==> config.mk <==
export PLATFORM = sky130hd
export DESIGN_NAME = hyper_trans_splitter
export DESIGN_NICKNAME = d
export VERILOG_FILES = /design/src/rtl/hyper_trans_splitter.sv
export SDC_FILE = /design/constraint.sdc
export NUM_CORES = 1
export LEC_CHECK = 0
export CAP_MARGIN = 30
export CORE_UTILIZATION = 46
export CTS_CLUSTER_DIAMETER = 150
export DETAILED_ROUTE_END_ITERATION = 8
export GPL_ROUTABILITY_DRIVEN = 0
export HOLD_SLACK_MARGIN = 0.06
export PLACE_DENSITY = 0.72
export SYNTH_ARGS = -nofsm -noshare
export SYNTH_HDL_FRONTEND = slang
export SYNTH_SLANG_ARGS = --single-unit
==> constraint.sdc <==
create_clock -name clk_i -period 11 [get_ports clk_i]
set_clock_uncertainty 0.1 [all_clocks]
set_input_delay 1.65 -clock clk_i [delete_from_list [all_inputs] [get_ports clk_i]]
set_output_delay 1.65 -clock clk_i [all_outputs]
set_load 0.02 [all_outputs]
==> src/rtl/hyper_trans_splitter.sv <==
// rtl/hyper_trans_splitter.sv - splits linear word requests into HyperBus PHY chunks at chip and burst limits
// Optional: define HYPER_SPLIT_RANGE_CHECK_EN to drop requests that run past the last chip and pulse err_o.
module hyper_trans_splitter #(
   parameter int AddrWidth    = 32,
   parameter int LenWidth     = 16,
   parameter int NumChips     = 2,
   parameter int ChipSizeLog2 = 23
) (
   input  logic                 clk_i,
   input  logic                 rst_n,
   input  logic [LenWidth-1:0]  max_burst_i,
   input  logic                 trans_valid_i,
   output logic                 trans_ready_o,
   input  logic [AddrWidth-1:0] trans_addr_i,
   input  logic [LenWidth-1:0]  trans_len_i,
   input  logic                 trans_write_i,
   output logic                 phy_valid_o,
   input  logic                 phy_ready_i,
   output logic [NumChips-1:0]  phy_cs_o,
   output logic [47:0]          phy_ca_o,
   output logic [LenWidth-1:0]  phy_len_o,
   output logic                 phy_last_o,
   output logic                 err_o
);

   localparam int WordBits = ChipSizeLog2 - 1;
   localparam int WAddrW   = AddrWidth - 1;
   localparam int RemW     = LenWidth + 1;
   localparam int CmpW     = (RemW > WordBits + 1) ? RemW : WordBits + 1;
   localparam int IdxW     = (NumChips > 1) ? $clog2(NumChips) : 1;
   localparam int HiW      = WAddrW - WordBits;

   typedef enum logic {IDLE, EMIT} state_e;

   state_e              state_q, state_d;
   logic [WAddrW-1:0]   cur_word_q, cur_word_d;
   logic [RemW-1:0]     rem_q, rem_d;
   logic                write_q, write_d;
   logic [LenWidth-1:0] max_q, max_d;
   logic                err_q, err_d;

   logic [WordBits-1:0] w;
   logic [HiW-1:0]      chip_hi;
   logic [CmpW-1:0]     to_end, n_cmp;
   logic [RemW-1:0]     n;
   logic [IdxW-1:0]     idx;
   logic [NumChips-1:0] cs;
   logic [47:0]         ca;
   logic                emit;
   logic                unused_ok;

   assign w         = cur_word_q[WordBits-1:0];
   assign chip_hi   = cur_word_q[WAddrW-1:WordBits];
   assign emit      = (state_q == EMIT);
   assign unused_ok = ^{trans_addr_i[0], chip_hi};

   // Chunk size: smallest of remaining words, words left in this chip and the latched burst cap.
   always_comb begin
      to_end = (CmpW'(1) << WordBits) - CmpW'(w);
      n_cmp  = CmpW'(rem_q);
      if (to_end < n_cmp) n_cmp = to_end;
      if ((max_q != '0) && (CmpW'(max_q) < n_cmp)) n_cmp = CmpW'(max_q);
      n = RemW'(n_cmp);
   end

   // Out-of-range chip indices fold onto the low index bits, then clamp to the last chip.
   always_comb begin
      idx = chip_hi[IdxW-1:0];
      if (int'(idx) >= NumChips) idx = IdxW'(NumChips - 1);
      for (int i = 0; i < NumChips; i++) cs[i] = (int'(idx) == i);
   end

   assign ca = {~write_q, 1'b0, 1'b1, 29'(w >> 3), 13'd0, w[2:0]};

   assign trans_ready_o = (state_q == IDLE) && !rst_n;
   assign phy_valid_o   = emit;
   assign phy_cs_o      = emit ? cs : '0;
   assign phy_ca_o      = emit ? ca : '0;
   assign phy_len_o     = emit ? LenWidth'(n - RemW'(1)) : '0;
   assign phy_last_o    = emit && (n == rem_q);
   assign err_o         = err_q;

   always_comb begin
      state_d    = state_q;
      cur_word_d = cur_word_q;
      rem_d      = rem_q;
      write_d    = write_q;
      max_d      = max_q;
      err_d      = 1'b0;
      case (state_q)
         IDLE: begin
            if (trans_valid_i && trans_ready_o) begin
               cur_word_d = trans_addr_i[AddrWidth-1:1];
               rem_d      = RemW'(trans_len_i) + RemW'(1);
               write_d    = trans_write_i;
               max_d      = max_burst_i;
               state_d    = EMIT;
`ifdef HYPER_SPLIT_RANGE_CHECK_EN
               begin
                  logic [AddrWidth-1:0] end_word;
                  end_word = {1'b0, trans_addr_i[AddrWidth-1:1]} + AddrWidth'(trans_len_i);
                  if ((end_word >> WordBits) >= AddrWidth'(NumChips)) begin
                     state_d = IDLE;
                     err_d   = 1'b1;
                  end
               end
`endif
            end
         end
         EMIT: begin
            if (phy_ready_i) begin
               cur_word_d = cur_word_q + WAddrW'(n);
               rem_d      = rem_q - n;
               if (n == rem_q) state_d = IDLE;
            end
         end
         default: state_d = IDLE;
      endcase
   end

   always_ff @(posedge clk_i or posedge rst_n) begin
      if (rst_n) begin
         state_q    <= IDLE;
         cur_word_q <= '0;
         rem_q      <= '0;
         write_q    <= 1'b0;
         max_q      <= '0;
         err_q      <= 1'b0;
      end else begin
         state_q    <= state_d;
         cur_word_q <= cur_word_d;
         rem_q      <= rem_d;
         write_q    <= write_d;
         max_q      <= max_d;
         err_q      <= err_d;
      end
   end

endmodule

==> run_summary.xml, run 1 <==
<?xml version="1.0" encoding="UTF-8"?>
<metrics>
  <group name="final_layout">
    <metric name="final_layout_size_suffix_gt1_frac" unit="">0.07915</metric>
    <metric name="utilization_after_layout" unit="">0.5710</metric>
    <metric name="fin_nets" unit="">1170</metric>
    <metric name="syn_to_final_growth" unit="%">21.14</metric>
    <metric name="instances_no_fill" unit="">1247</metric>
    <metric name="num_antenna_cells" unit="">0</metric>
  </group>
  <group name="routing">
    <metric name="routed_wire_length_per_instance" unit="microns">16.90</metric>
    <metric name="detailedRoute.firstPassIterationCount" unit="">5</metric>
    <metric name="wirelength" unit="microns">21080</metric>
    <metric name="detail_route.vias_per_cell" unit="">5.623</metric>
    <metric name="num_vias" unit="">7012</metric>
    <metric name="detail_route.drc_violations" unit="">0</metric>
    <metric name="drt-initial-drc-count" unit="">466</metric>
    <metric name="antenna_violating_nets_post_route" unit="">0</metric>
  </group>
  <group name="synthesis">
    <metric name="netlist_top_cells_area" unit="">sky130_fd_sc_hd__dfrtp_1, sky130_fd_sc_hd__ha_1, sky130_fd_sc_hd__nand2_1, sky130_fd_sc_hd__a21oi_1, sky130_fd_sc_hd__xnor2_1</metric>
    <metric name="async_reset_ff_frac" unit="">1.000</metric>
    <metric name="ys_dominant_reg_cell" unit="">sky130_fd_sc_hd__dfrtp_1</metric>
    <metric name="yosysWarnings" unit="">0</metric>
    <metric name="dominant_cell_type_by_area_after_synthesis" unit="">sky130_fd_sc_hd__dfrtp_1</metric>
    <metric name="synth_top_cell_area_share" unit="">0.2018</metric>
    <metric name="post_synthesis_register_bit_count" unit="">58</metric>
    <metric name="ys_seq_area_frac" unit="">0.2018</metric>
    <metric name="syn-cell-area" unit="sq um">7192</metric>
    <metric name="syn_avg_cell_area" unit="sq um">7.659</metric>
    <metric name="syn-instance-count" unit="">939</metric>
    <metric name="synthDistinctLibCells" unit="">81</metric>
    <metric name="number_of_synthesized_flops_with_an_enable_pin" unit="">0</metric>
  </group>
  <group name="sta">
    <metric name="setup_total_negative_slack" unit="ps">0</metric>
    <metric name="hold_violations" unit="">0</metric>
    <metric name="hold-worst-slack" unit="ps">395.1</metric>
    <metric name="post-route-min-period" unit="ps">10470</metric>
    <metric name="worstMarginPinSlew" unit="ps">972.9</metric>
    <metric name="max_freq" unit="GHz">0.09555</metric>
    <metric name="final.period_utilization" unit="">0.9514</metric>
    <metric name="finish_stage_setup_viols" unit="">0</metric>
    <metric name="drv_slew" unit="">0</metric>
    <metric name="slew-limit-headroom" unit="">0.3514</metric>
  </group>
  <group name="global_route">
    <metric name="grt_first_pass_wirelength" unit="microns">34270</metric>
    <metric name="grtUsageTotal" unit="">0.2696</metric>
    <metric name="grt_antenna_before_repair" unit="">0</metric>
    <metric name="grt_start_max_net_pins" unit="">77</metric>
    <metric name="grt_remaining_overflow" unit="">0</metric>
    <metric name="globalRoute.busiestLayer" unit="">met2</metric>
    <metric name="use_met2" unit="">0.4324</metric>
    <metric name="grt_use_met3" unit="">0.05025</metric>
    <metric name="groute.layer.met1.usage" unit="">0.3640</metric>
    <metric name="grt_pass1_vias" unit="">6668</metric>
  </group>
  <group name="pwr">
    <metric name="power" unit="uW">2968</metric>
    <metric name="ir_drop" unit="uV">167.2</metric>
    <metric name="static_leakage" unit="uW">0.003856</metric>
    <metric name="power.density" unit="nW/um^2">340.7</metric>
  </group>
  <group name="cts">
    <metric name="cts.root.buffer_cell" unit="">sky130_fd_sc_hd__clkbuf_16</metric>
    <metric name="worst_setup_hold_path_clk_slew" unit="ps">50</metric>
    <metric name="cts.hold.buffers_added" unit="">0</metric>
    <metric name="cts_htree_levels" unit="">3</metric>
    <metric name="clk-insertion-delay-late" unit="ps">360</metric>
    <metric name="cts_tree" unit="">yes</metric>
    <metric name="cts_made_buffers" unit="">9</metric>
    <metric name="clock_sink_count" unit="">58</metric>
    <metric name="cts.path.max_buffers" unit="">2</metric>
  </group>
  <group name="setup_path">
    <metric name="timing_worst_setup_path_type" unit="">flop to primary output</metric>
    <metric name="timing.critical_path.required" unit="ps">9250</metric>
    <metric name="critical_path.endpoint_type" unit="">primary output</metric>
    <metric name="worst-path-max-fanout" unit="">18</metric>
    <metric name="arrival" unit="ps">8720</metric>
    <metric name="critical_path_source_type" unit="">flop</metric>
  </group>
  <group name="floorplan">
    <metric name="core.rowCount" unit="">45</metric>
    <metric name="num_io_pins" unit="">139</metric>
    <metric name="core_area" unit="sq um">15260</metric>
    <metric name="fp.dieW" unit="microns">127.0</metric>
    <metric name="design.die.area" unit="sq um">16140</metric>
    <metric name="chip_height" unit="microns">127.0</metric>
    <metric name="initial_core_utilization" unit="">0.4713</metric>
  </group>
  <group name="run_status">
    <metric name="status" unit="">finished clean</metric>
  </group>
  <group name="placed_design">
    <metric name="io_buffers" unit="">104</metric>
    <metric name="dpl.cell_count" unit="">1225</metric>
    <metric name="dp.final_hpwl" unit="microns">15890</metric>
  </group>
  <group name="flow_run">
    <metric name="maxCapViolations" unit="">0</metric>
  </group>
  <group name="min_path">
    <metric name="holdCritPathClass" unit="">flop to flop</metric>
  </group>
</metrics>
power breakdown:
part           switching [uW]  internal (uW)
logic                    1250            965
clock network             109            183
registers                 151            306
total                    1510           1450
worst max-delay path, cell delays in order (launching register included):
cell	delay, ps
sky130_fd_sc_hd__dfrtp_1	480
sky130_fd_sc_hd__or4_1	660
sky130_fd_sc_hd__or3_1	500
sky130_fd_sc_hd__nor3_1	250
sky130_fd_sc_hd__xnor2_1	210
sky130_fd_sc_hd__ha_1	320
sky130_fd_sc_hd__a21oi_1	150
sky130_fd_sc_hd__a21oi_1	80
sky130_fd_sc_hd__o21ai_0	280
sky130_fd_sc_hd__o211ai_2	220
sky130_fd_sc_hd__nor3_4	290
sky130_fd_sc_hd__buf_4	180
sky130_fd_sc_hd__mux2i_1	380
sky130_fd_sc_hd__ha_1	200
sky130_fd_sc_hd__and4_1	230
sky130_fd_sc_hd__and2_1	210
sky130_fd_sc_hd__nand3_1	170
sky130_fd_sc_hd__or3_1	330
sky130_fd_sc_hd__a21oi_1	250
sky130_fd_sc_hd__o211ai_4	200
sky130_fd_sc_hd__a21oi_4	600
sky130_fd_sc_hd__a21o_1	300
sky130_fd_sc_hd__inv_2	80
sky130_fd_sc_hd__ha_1	390
sky130_fd_sc_hd__and3_1	210
sky130_fd_sc_hd__nand4_1	180
sky130_fd_sc_hd__nor4_1	330
sky130_fd_sc_hd__clkdlybuf4s50_1	660
cell usage after synthesis (4+ instances only):
cell / count
sky130_fd_sc_hd__buf_1: 5
sky130_fd_sc_hd__dfrtp_1: 58
sky130_fd_sc_hd__a21oi_2: 4
sky130_fd_sc_hd__clkbuf_1: 30
sky130_fd_sc_hd__nor4_1: 20
sky130_fd_sc_hd__and3_1: 10
sky130_fd_sc_hd__nand3_1: 33
sky130_fd_sc_hd__a2111o_1: 4
sky130_fd_sc_hd__nor2b_1: 8
sky130_fd_sc_hd__mux2_2: 8
sky130_fd_sc_hd__inv_1: 54
sky130_fd_sc_hd__buf_2: 6
sky130_fd_sc_hd__a21oi_1: 69
sky130_fd_sc_hd__or4_1: 4
sky130_fd_sc_hd__xnor2_1: 38
sky130_fd_sc_hd__or3_1: 7
sky130_fd_sc_hd__buf_4: 26
sky130_fd_sc_hd__or2_2: 5
sky130_fd_sc_hd__ha_1: 68
sky130_fd_sc_hd__and2_1: 25
sky130_fd_sc_hd__xor2_1: 20
sky130_fd_sc_hd__nor3_1: 22
sky130_fd_sc_hd__nand2b_1: 5
sky130_fd_sc_hd__o211ai_1: 6
sky130_fd_sc_hd__nand4_1: 15
sky130_fd_sc_hd__a21o_1: 19
sky130_fd_sc_hd__o21ai_0: 47
sky130_fd_sc_hd__nor2_1: 73
sky130_fd_sc_hd__a31oi_1: 8
sky130_fd_sc_hd__mux2i_1: 30
sky130_fd_sc_hd__a211oi_1: 16
sky130_fd_sc_hd__o21a_1: 7
sky130_fd_sc_hd__nand2_1: 111
sky130_fd_sc_hd__o21bai_1: 6
final timing paths:
| kind | endpoint | slack [ps] | startpoint | cells after the start |
|---|---|---|---|---|
| setup reg to reg | rem_q[16] | 1370 | cur_word_q[4] | 37 |
| hold reg to reg | write_q | 400 | write_q | 2 |
| hold / removal | write_q | 400 | write_q | 2 |
| setup / recovery | phy_last_o | 530 | cur_word_q[4] | 27 |
| max in group asynchronous | phy_valid_o | 8430 | rst_n | 3 |
| min in group asynchronous | cur_word_q[16] | 1790 | rst_n | 3 |
sequential cells by signal, indices dropped and copies added, names as in the netlist:
name         cells
max_q           16
write_q          1
phy_valid_o      1
cur_word_q      23
rem_q           17
per-stage QoR:
stage          setup slack (ps)  cell area (sq um)
5_1_grt                  -21.73               8712
4_1_cts                   281.8               8650
3_5_place_dp              676.6               8347
2_1_floorplan              1770               7282
3_3_place_gp              772.4               8347
6_report                  534.3               8712
routing by layer:
metal  up-vias  part of all wire
met5         -                 0
met3        38             0.060
met4         0             0.026
li1       3490                 -
met2       207              0.45
met1      3277              0.47
layout by cell type (no fill, tap or decap), drive strengths merged, types with 6 or more instances in the layout:
cell / n
inv: 56
nor4: 21
and2: 25
or3: 7
nand3: 33
clkdlybuf4s50: 104
a21oi: 75
o21ai: 49
nand4: 16
xor2: 20
conb: 25
o211ai: 8
ha: 68
a21o: 19
dfrtp: 58
or2: 6
buf: 22
a211oi: 17
and3: 10
clkbuf: 15
nand2: 111
a31oi: 9
nor3: 25
nor2b: 8
mux2: 8
nor2: 74
mux2i: 32
xnor2: 38
o21bai: 6
o21a: 7
layout make-up:
class | count | area [sq um]
clock inverters | 1 | 5.005
repair buffers | 126 | 1210
clock buffers | 15 | 297.8
inverters | 57 | 214.0
fillers | 1458 | 6546
well taps | 211 | 264.0
flip-flops and latches | 58 | 1453
multi-input cells | 779 | 5269
cell families after synthesis:
group                    Yosys count  share of synthesized area
AO/OA/AOI/OAI                    228                     0.2145
XOR/XNOR                          58                    0.07063
adder cells (fa/ha/maj)           70                     0.1239
buffers and inverters            126                    0.08246
flip-flops                        58                     0.2018
multiplexers                      40                    0.05811
other                              1                  0.0005214
AND/OR/NAND/NOR                  358                     0.2481
what timing repair did:
action	CTS	global route
endpoints found under the hold margin	0	0
buffers inserted	0	6
setup endpoints to repair	0	7
gates resized for setup	0	4
(Power assumes the default switching activity.)
==> inputs of run 2 (changes only) <==
--- a/config.mk
+++ b/config.mk
@@ -6,12 +6,12 @@
 export NUM_CORES = 1
 export LEC_CHECK = 0
 export CAP_MARGIN = 30
-export CORE_UTILIZATION = 46
-export CTS_CLUSTER_DIAMETER = 150
+export CORE_UTILIZATION = 43
+export CTS_CLUSTER_DIAMETER = 40
 export DETAILED_ROUTE_END_ITERATION = 8
 export GPL_ROUTABILITY_DRIVEN = 0
 export HOLD_SLACK_MARGIN = 0.06
-export PLACE_DENSITY = 0.72
+export PLACE_DENSITY = 0.68
 export SYNTH_ARGS = -nofsm -noshare
 export SYNTH_HDL_FRONTEND = slang
 export SYNTH_SLANG_ARGS = --single-unit
==> run_summary.xml, run 2 (same netlist as run 1, synthesis figures left out) <==
<?xml version="1.0" encoding="UTF-8"?>
<metrics>
  <group name="run_status">
    <metric name="status" unit="">finished clean</metric>
  </group>
  <group name="routing">
    <metric name="detailedRoute.firstPassIterationCount" unit="">5</metric>
    <metric name="detailroute.wirelength.met3" unit="microns">1162</metric>
    <metric name="wirelength" unit="microns">20920</metric>
    <metric name="drt-initial-drc-count" unit="">443</metric>
    <metric name="routed_wire_length_per_instance" unit="microns">16.76</metric>
    <metric name="num_vias" unit="">6961</metric>
    <metric name="highest-signal-layer" unit="">met5</metric>
    <metric name="detail_route.drc_violations" unit="">0</metric>
    <metric name="antenna_violating_nets_post_route" unit="">0</metric>
    <metric name="wl_met1" unit="microns">10070</metric>
    <metric name="detail_route.vias_per_cell" unit="">5.578</metric>
    <metric name="wl_met2" unit="microns">9088</metric>
  </group>
  <group name="global_route">
    <metric name="grtUsageTotal" unit="">0.2491</metric>
    <metric name="grt_start_max_net_pins" unit="">73</metric>
    <metric name="grt_antenna_before_repair" unit="">1</metric>
    <metric name="grt_pass1_vias" unit="">6528</metric>
    <metric name="grt_remaining_overflow" unit="">0</metric>
    <metric name="grt_first_pass_wirelength" unit="microns">34140</metric>
  </group>
  <group name="placed_design">
    <metric name="io_buffers" unit="">104</metric>
    <metric name="dpl.cell_count" unit="">1231</metric>
    <metric name="dp.final_hpwl" unit="microns">16120</metric>
  </group>
  <group name="pwr">
    <metric name="clockPowerShare" unit="">0.100</metric>
    <metric name="power.switching_fraction" unit="">0.5081</metric>
    <metric name="internal_power" unit="uW">1448</metric>
    <metric name="combinationalPowerShare" unit="">0.745</metric>
    <metric name="p_switching" unit="uW">1496</metric>
    <metric name="power.density" unit="nW/um^2">339.1</metric>
    <metric name="pwr-share-seq" unit="">0.155</metric>
    <metric name="static_leakage" unit="uW">0.003838</metric>
    <metric name="ir_drop" unit="uV">140.3</metric>
  </group>
  <group name="setup_path">
    <metric name="cp_num_cells" unit="">29</metric>
    <metric name="critPathMaxStageDelay" unit="ps">670</metric>
    <metric name="timing.critical_path.required" unit="ps">9250</metric>
    <metric name="timing.rr.start" unit="">cur_word_q[4]</metric>
    <metric name="critical_path.reg2reg.endpoint" unit="">rem_q[16]</metric>
    <metric name="crit_start" unit="">cur_word_q[4]</metric>
    <metric name="critical_path.endpoint_type" unit="">primary output</metric>
    <metric name="cell_depth_of_the_worst_flop_to_flop_path" unit="">35</metric>
    <metric name="crit_slowest_cell" unit="">sky130_fd_sc_hd__clkdlybuf4s50_1</metric>
    <metric name="cp.buffers_inverters" unit="">4</metric>
    <metric name="timing_worst_setup_path_type" unit="">flop to primary output</metric>
    <metric name="cpMostUsedCell" unit="">sky130_fd_sc_hd__a21oi_1</metric>
    <metric name="worst-path-max-fanout" unit="">13</metric>
    <metric name="top_delay_family_on_crit_path" unit="">simple AND/OR/NAND/NOR gates</metric>
    <metric name="arrival" unit="ps">8640</metric>
    <metric name="critical_path_source_type" unit="">flop</metric>
    <metric name="rrSetupSlack" unit="ps">1570</metric>
  </group>
  <group name="cts">
    <metric name="cts_tree" unit="">yes</metric>
    <metric name="cts_made_buffers" unit="">9</metric>
    <metric name="clk-insertion-delay-late" unit="ps">350</metric>
    <metric name="cts.path.max_buffers" unit="">2</metric>
    <metric name="cts.root.buffer_cell" unit="">sky130_fd_sc_hd__clkbuf_16</metric>
    <metric name="clock_sink_count" unit="">58</metric>
    <metric name="worst_setup_hold_path_clk_slew" unit="ps">50</metric>
    <metric name="cts_htree_levels" unit="">3</metric>
    <metric name="cts.hold.buffers_added" unit="">0</metric>
  </group>
  <group name="final_layout">
    <metric name="mostFrequentLayoutCell" unit="">sky130_fd_sc_hd__nand2_1</metric>
    <metric name="regArea" unit="sq um">1453</metric>
    <metric name="registers.top_by_ff_count" unit="">cur_word_q</metric>
    <metric name="fin_nets" unit="">1167</metric>
    <metric name="filler_cell_count" unit="">1579</metric>
    <metric name="layout.cells.most_common_list" unit="">sky130_fd_sc_hd__nand2_1, sky130_fd_sc_hd__clkdlybuf4s50_1, sky130_fd_sc_hd__nor2_1</metric>
    <metric name="biggestRegsByFlops" unit="">cur_word_q x23, rem_q x17, max_q x16</metric>
    <metric name="largest_register_ffs" unit="">23</metric>
    <metric name="syn_to_final_growth" unit="%">20.70</metric>
    <metric name="final_layout_size_suffix_gt1_frac" unit="">0.07364</metric>
    <metric name="instances_no_fill" unit="">1248</metric>
    <metric name="area_of_the_multi_input_gates" unit="sq um">5264</metric>
    <metric name="num_antenna_cells" unit="">0</metric>
  </group>
  <group name="sta">
    <metric name="setup_total_negative_slack" unit="ps">0</metric>
    <metric name="hold_violations" unit="">0</metric>
    <metric name="worstMarginPinSlew" unit="ps">959.1</metric>
    <metric name="final.period_utilization" unit="">0.9449</metric>
    <metric name="slew-limit-headroom" unit="">0.3606</metric>
    <metric name="max_freq" unit="GHz">0.09621</metric>
    <metric name="hold-worst-slack" unit="ps">376.9</metric>
    <metric name="grt_setup_unrepaired" unit="">false</metric>
    <metric name="finish_stage_setup_viols" unit="">0</metric>
    <metric name="post-route-min-period" unit="ps">10390</metric>
    <metric name="drv_slew" unit="">0</metric>
  </group>
  <group name="floorplan">
    <metric name="initial_core_utilization" unit="">0.4463</metric>
    <metric name="num_io_pins" unit="">139</metric>
    <metric name="design.die.area" unit="sq um">17250</metric>
    <metric name="core_area" unit="sq um">16120</metric>
    <metric name="fp.dieW" unit="microns">131.3</metric>
    <metric name="core.rowCount" unit="">46</metric>
    <metric name="chip_height" unit="microns">131.3</metric>
  </group>
  <group name="min_path">
    <metric name="worst_hold_path.endpoint" unit="">write_q</metric>
    <metric name="hold_depth" unit="">2</metric>
    <metric name="holdCritPathClass" unit="">flop to flop</metric>
    <metric name="worst_hold_startpoint" unit="">write_q</metric>
  </group>
  <group name="flow_run">
    <metric name="maxCapViolations" unit="">0</metric>
  </group>
</metrics>
[run 2: changes by cell type in the layout (fill, tap and decap cells not counted)]
cell	previous run	this run
sky130_fd_sc_hd__clkbuf_8	5	2
sky130_fd_sc_hd__buf_4	21	19
sky130_fd_sc_hd__and4b_1	0	1
sky130_fd_sc_hd__and4b_2	1	0
sky130_fd_sc_hd__buf_6	1	0
sky130_fd_sc_hd__bufinv_16	0	1
sky130_fd_sc_hd__clkinv_2	1	2
sky130_fd_sc_hd__mux2i_1	29	30
sky130_fd_sc_hd__mux2i_2	2	1
sky130_fd_sc_hd__o21ai_0	47	46
sky130_fd_sc_hd__o21ai_1	2	3
[run 2: worst max-delay path by stage]
| stage | end | slack (ps) |
|---|---|---|
| 2_1_floorplan | phy_len_o[10] | 1770 |
| 3_3_place_gp | phy_len_o[10] | 890 |
| 3_5_place_dp | phy_len_o[10] | 760 |
| 4_1_cts | phy_len_o[10] | 360 |
| 5_1_grt | phy_len_o[10] | 40 |
| 6_report | phy_last_o | 610 |
[run 2: worst register-to-register path, delay by kind of cell, from the launching register on]
| kind | cells | cell delay, ps |
|---|---|---|
| AOI/OAI and AO/OA | 18 | 3700 |
| and+or+nand+nor | 8 | 2350 |
| adders and majority gates | 3 | 1120 |
| muxes | 2 | 700 |
| DFF | 1 | 480 |
| buffers and inverters | 2 | 460 |
| xor gates and xnor gates | 2 | 420 |
[run 2: timing repair]
item | 4_1_cts | 5_1_grt
buffers inserted | 0 | 2
hold endpoints to repair | 0 | 0
resized for setup | 0 | 2
setup endpoints to repair | 0 | 6
[run 2: area by class of cell]
class / instances / share of cell area
flip-flops and latches: 58 / 0.1673
repair buffers: 123 / 0.1364
well taps: 216 / 0.03113
inverters: 57 / 0.02465
clock buffers: 12 / 0.02955
multi-input cells: 779 / 0.6064
clock inverters: 3 / 0.004612
[run 2: through the flow]
stage | worst slack, ps | power, uW | instance area, sq um | util
floorplan | 1770 | 2019 | 7282 | -
global placement | 888.0 | 2583 | 8361 | 0.5188
detailed placement | 762.9 | 2614 | 8361 | 0.5188
CTS | 364.7 | 2929 | 8657 | 0.5372
global route | 43.19 | 3226 | 8681 | 0.5387
finish | 605.6 | 2944 | 8681 | 0.5387
[run 2: routing by layer]
| layer | GRT usage | up-vias |
|---|---|---|
| met5 | 0 | - |
| met3 | 0.03511 | 35 |
| met4 | 0.1072 | 2 |
| met2 | 0.3865 | 217 |
| li1 | - | 3484 |
| met1 | 0.3437 | 3223 |
[run 2: power by group through the flow]
| stage | clock (uW) | sequential (uW) | combinational, uW |
|---|---|---|---|
| floorplan | 0 | 395 | 1620 |
| global placement | 0 | 453 | 2130 |
| detailed placement | 0 | 456 | 2160 |
| CTS | 299 | 453 | 2180 |
| global route | 306 | 478 | 2440 |
| finish | 294 | 456 | 2190 |
